File: src/rtl/diviseur_pkg.sv
// rtl/diviseur_pkg.sv - shared constants and helpers for the multi-channel divider
package diviseur_pkg;

    localparam int CH_SEL_W = 3;

    // Default settings of the telemeter channels: burst carrier and measurement gate
    localparam int DIV_CARRIER = 49;
    localparam int PR_CARRIER  = 25;
    localparam int DIV_GATE    = 999;
    localparam int PR_GATE     = 500;

    function automatic logic frq_level(input logic active, input logic polarity);
        return active ? polarity : ~polarity;
    endfunction

endpackage

File: src/rtl/diviseur_canal.sv
// rtl/diviseur_canal.sv - one divider/PWM channel with shadowed period and high-time
module diviseur_canal
    import diviseur_pkg::*;
#(
    parameter int   REG_SIZE = 16,
    parameter logic POLARITY = 1'b1,
    parameter int   DIV_RST  = 49,
    parameter int   PR_RST   = 25
) (
    input  logic                Clk,
    input  logic                Rst,
    input  logic                ena,
    input  logic                wr,
    input  logic [REG_SIZE-1:0] div_in,
    input  logic [REG_SIZE-1:0] pr_in,
    output logic                pend,
    output logic                tick,
    output logic                frq
);

    logic [REG_SIZE-1:0] cnt;
    logic [REG_SIZE-1:0] div_act;
    logic [REG_SIZE-1:0] pr_act;
    logic [REG_SIZE-1:0] div_pend;
    logic [REG_SIZE-1:0] pr_pend;
    logic                wrap;

    assign wrap = (cnt == div_act);

    always_ff @(negedge Clk) begin
        if (Rst) begin
            cnt      <= '0;
            div_act  <= REG_SIZE'(DIV_RST);
            pr_act   <= REG_SIZE'(PR_RST);
            div_pend <= '0;
            pr_pend  <= '0;
            pend     <= 1'b0;
            tick     <= 1'b0;
            frq      <= ~POLARITY;
        end else begin
            if (ena) begin
                cnt  <= wrap ? '0 : cnt + 1'b1;
                frq  <= frq_level(cnt < pr_act, POLARITY);
                tick <= wrap;
            end else begin
                cnt  <= '0;
                frq  <= ~POLARITY;
                tick <= 1'b0;
            end

            // A write on the wrap edge only shadows; the wrap itself keeps the old settings
            if (wr) begin
                div_pend <= div_in;
                pr_pend  <= pr_in;
                pend     <= 1'b1;
            end else if (pend && (!ena || wrap)) begin
                div_act <= div_pend;
                pr_act  <= pr_pend;
                pend    <= 1'b0;
            end
        end
    end

endmodule

File: src/rtl/diviseur_frequence_multi.sv
// rtl/diviseur_frequence_multi.sv - NB_CH independent programmable dividers with one write port
module diviseur_frequence_multi
    import diviseur_pkg::*;
#(
    parameter int   NB_CH    = 2,
    parameter int   REG_SIZE = 16,
    parameter logic POLARITY = 1'b1,
    parameter int   DIV_RST  = 49,
    parameter int   PR_RST   = 25
) (
    input  logic                Clk,
    input  logic                Rst,
    input  logic [NB_CH-1:0]    Ena,
    input  logic                Wr,
    input  logic [CH_SEL_W-1:0] Ch_sel,
    input  logic [REG_SIZE-1:0] Div_in,
    input  logic [REG_SIZE-1:0] Pr_in,
    output logic [NB_CH-1:0]    Pend,
    output logic [NB_CH-1:0]    Tick,
    output logic [NB_CH-1:0]    Frq
);

    logic [NB_CH-1:0] wr_ch;

    // Ch_sel values with no matching channel decode to no strobe at all
    for (genvar i = 0; i < NB_CH; i++) begin : g_canal
        assign wr_ch[i] = Wr && (Ch_sel == CH_SEL_W'(i));

        diviseur_canal #(
            .REG_SIZE (REG_SIZE),
            .POLARITY (POLARITY),
            .DIV_RST  (DIV_RST),
            .PR_RST   (PR_RST)
        ) u_canal (
            .Clk    (Clk),
            .Rst    (Rst),
            .ena    (Ena[i]),
            .wr     (wr_ch[i]),
            .div_in (Div_in),
            .pr_in  (Pr_in),
            .pend   (Pend[i]),
            .tick   (Tick[i]),
            .frq    (Frq[i])
        );
    end

endmodule

File: config.mk
export PLATFORM = sky130hd
export DESIGN_NAME = diviseur_frequence_multi
export DESIGN_NICKNAME = d
export VERILOG_FILES = /design/src/rtl/diviseur_pkg.sv /design/src/rtl/diviseur_canal.sv /design/src/rtl/diviseur_frequence_multi.sv
export SDC_FILE = /design/constraint.sdc
export NUM_CORES = 1
export LEC_CHECK = 0
export CAP_MARGIN = 25
export CORE_UTILIZATION = 44
export DETAILED_ROUTE_END_ITERATION = 10
export PLACE_DENSITY = 0.58
export REMOVE_ABC_BUFFERS = 1
export SYNTH_ARGS = -nofsm -noshare
export SYNTH_HDL_FRONTEND = slang
export SYNTH_SLANG_ARGS = --single-unit
File: constraint.sdc
create_clock -name Clk -period 2.9 [get_ports Clk]
set_input_delay 0.29 -clock Clk [delete_from_list [all_inputs] [get_ports Clk]]
set_output_delay 0.29 -clock Clk [all_outputs]
set_load 0.005 [all_outputs]
==> flow_summary_export.csv <==
group,metric,value,unit
outcome,outcome,"complete, no violations",
synth,synth_ff_type,"dfxtp_1",
critical_path,cp.arrival,1.76,ns
pwr,comb_power_share,5.2,%
clock_tree,root_buffer,"clkbuf_16",
pwr,internal_power,4.157,mW
pwr,powerDensity,510.4,nW/um^2
die,start_util,45.47,%
pwr,swShare,31.14,%
global_routing,gr-total-overflow,0,
global_routing,grt.total_usage,24.19,%
pwr,power.total,6.037,mW
clock_tree,hold_buffers,0,
synth,syn_area,9319,sq um
route,wirelength,25420,um
timing,setup_viol,0,
synth,synth_edf_count,0,
global_routing,grt_pass1_wl,42700,um
global_routing,grt_max_degree,62,
timing,rsz0062_at_grt,"false",
placement,hpwl,15980,um
timing,worst_hold_slack,0.4561,ns
job,maxCapViolations,0,
die,coreArea,20490,sq um
clock_tree,cts_made_buffers,17,
route,drt_iter0_drc,660,
critical_path,crit_top_cell,"buf_12",
critical_path,crit_buf_inv,4,
die,die_area,21770,sq um
min_path,hp-class,"flip-flop to flip-flop",
synth,syn-instance-count,1177,
pwr,p_switching,1.880,mW
pwr,p_leak,5.541,nW
final_layout,area_growth,26.92,%
timing,worstMarginPinSlew,0.8462,ns
final_layout,diodes,0,
final_layout,fin_util,57.71,%
die,rows,52,
pwr,power_frac_seq,38.9,%
global_routing,antenna_found_initial,0,
timing,fin_setup_tns,0,ns
timing,drv_slew,0,
pwr,ir_worst_vdd,0.3543,mV
synth,ys_async_sr_fraction,0,%
clock_tree,path_clk_slew,0.03,ns
route,firstDrtPassIters,6,
clock_tree,cts_buffer_depth,2,
route,wire_per_inst,15.46,um
synth,synth-seq-cells,166,
synth,yosysWarnings,0,
die,boundaryPins,46,
final_layout,final_common_cell,"inv_1",
critical_path,critical_path.startpoint_type,"input pin",
critical_path,path_class,"input pin to flip-flop",
critical_path,critical-path-top-delay-family,"simple AND/OR/NAND/NOR gates",
placement,place_congestion,0.8400,
clock_tree,insertion_delay,0.47,ns
route,avgViaCountPerCell,5.444,
placement,portBuffers,45,
route,vias,8950,
synth,yosysUniqueCellTypes,46,
die,die_w,147.5,um
route,drc,0,
clock_tree,htree_levels,4,
clock_tree,clock-sinks,166,
critical_path,cpMaxStageDelayCell,"or4b_4",
final_layout,drive_above_1_share,10.84,%
timing,slew_headroom,43.52,%
timing,fin_skew,0.02278,ns
placement,pre_cts_slack,-0.7606,ns
critical_path,cp-end-kind,"flip-flop",
critical_path,max_stage_delay,0.60,ns
synth,avgSynthCellArea,7.918,sq um
timing,hold_violations,0,
synth,synth-seq-area-share,35.66,%
critical_path,crit_chain,"buf_2 > or4b_4 > buf_12 > buf_12 > buf_16 > a311oi_2 > mux2i_1",
die,fp.dieH,147.5,um
clock_tree,cts_tree,"done",
critical_path,worst-endpoint-required,1.79,ns
route,postRouteAntennaNets,0,
final_layout,fillers,1991,
critical_path,critPathMaxFanout,6,
final_layout,nets,1433,
global_routing,grt_pass1_vias,8938,
timing,timing.final.ws_setup,0.02167,ns
final_layout,mostFrequentLayoutCells,"inv_1 (204), dfxtp_1 (165), nand2_1 (143), a21oi_1 (118), o21ai_0 (107)",
pwr,pwr-share-clk,55.9,%
## cells in the mapped netlist (11+ instances only)
cell type  number  area (sq um)
xnor2_1        16         140.1
nand3_1        62         310.3
a21oi_1       125         625.6
mux2_2         12         135.1
a21o_1         35         262.8
nand4_1        11         68.82
clkbuf_1       89         334.1
nor3_1         19         95.09
xor2_1         40         350.3
ha_1           32         400.4
mux2i_1        52         520.5
inv_1          39         146.4
a21boi_0       26         195.2
nor4_1         12         75.07
and3_1         74         462.9
a211oi_1       27         202.7
nand2_1       146         548.0
dfxtp_1       166          3323
nor3b_1        16         120.1
o21ai_0       107         535.5
## stage by stage
stage	std cells	instance area (sq um)
finish	1644	11830
global route	1644	11830
CTS	1645	11770
detailed placement	1438	10300
global placement	1438	10300
floorplan	1065	8864
## path summary, 6_finish.rpt
path                                                     start                             end  slack, ns  depth (start not counted)
worst min register to register  g_canal[1].u_canal.div_pend[0]  g_canal[1].u_canal.div_pend[0]       0.46                          2
worst min-delay path            g_canal[1].u_canal.div_pend[0]  g_canal[1].u_canal.div_pend[0]       0.46                          2
worst max-delay path                                 Ch_sel[2]    g_canal[0].u_canal.pr_act[4]       0.02                          7
worst max register to register         g_canal[0].u_canal.pend  g_canal[0].u_canal.div_act[10]       0.74                          5
## sequential cells by signal, summed over array words and instances, names as in the netlist
signal                    count
g_canal.u_canal.cnt          32
g_canal.u_canal.div_act      32
g_canal.u_canal.div_pend     32
g_canal.u_canal.frq           2
g_canal.u_canal.pend          2
g_canal.u_canal.pr_act       32
g_canal.u_canal.pr_pend      32
g_canal.u_canal.tick          2
## worst reg2reg max path: stages, from the launching register on
cell	delay [ns]
dfxtp_1	0.32
buf_4	0.43
inv_1	0.55
o21ai_0	0.38
a21oi_2	0.09
mux2_4	0.27
## layer usage
layer / track usage (%) / part of all wire (%) / wire length, um / vias up
li1: - / - / - / 4538
met1: 29.14 / 46 / 11660 / 4177
met2: 39.29 / 49 / 12360 / 205
met3: 6.481 / 3.7 / 951 / 30
met4: 13.04 / 1.8 / 459 / 0
met5: 0 / 0 / 0 / -
## timing repair
item | CTS | global route
setup endpoints to repair | 102 | 8
gates resized for setup | 37 | 23
pin swaps | 4 | 5
setup buffers | 5 | 1
cloned | 5 | 0
## power by group through the flow
stage          sequential, mW  clock [mW]  combinational (mW)
2_1_floorplan            2.38       0.348              0.0947
3_3_place_gp             2.38       0.348               0.292
3_5_place_dp             2.38       0.348               0.293
4_1_cts                  2.35        3.49               0.313
5_1_grt                  2.35        3.75               0.339
6_report                 2.35        3.37               0.313
## final cells by class
cell class	instances	area [sq um]	area share [%]
multi-input cells	860	5583	47.20
flip-flops and latches	166	3324	28.11
repair buffers	112	1194	10.09
clock inverters	181	820.8	6.940
clock buffers	17	425.4	3.597
well taps	270	337.8	2.856
inverters	38	142.6	1.206
## logic make-up (layout without fill, tap and decap cells)
kind of cell / after synthesis / count (layout) / share of synthesized area [%]
muxes: 64 / 64 / 7.035
adders and majority gates: 32 / 32 / 4.296
AOI/OAI and AO/OA: 335 / 335 / 20.88
DFF: 166 / 166 / 35.66
buffers and inverters: 151 / 348 / 6.458
xor gates and xnor gates: 56 / 56 / 5.263
and+or+nand+nor: 373 / 373 / 20.41
Note: power is estimated with default switching activity, not from simulation.
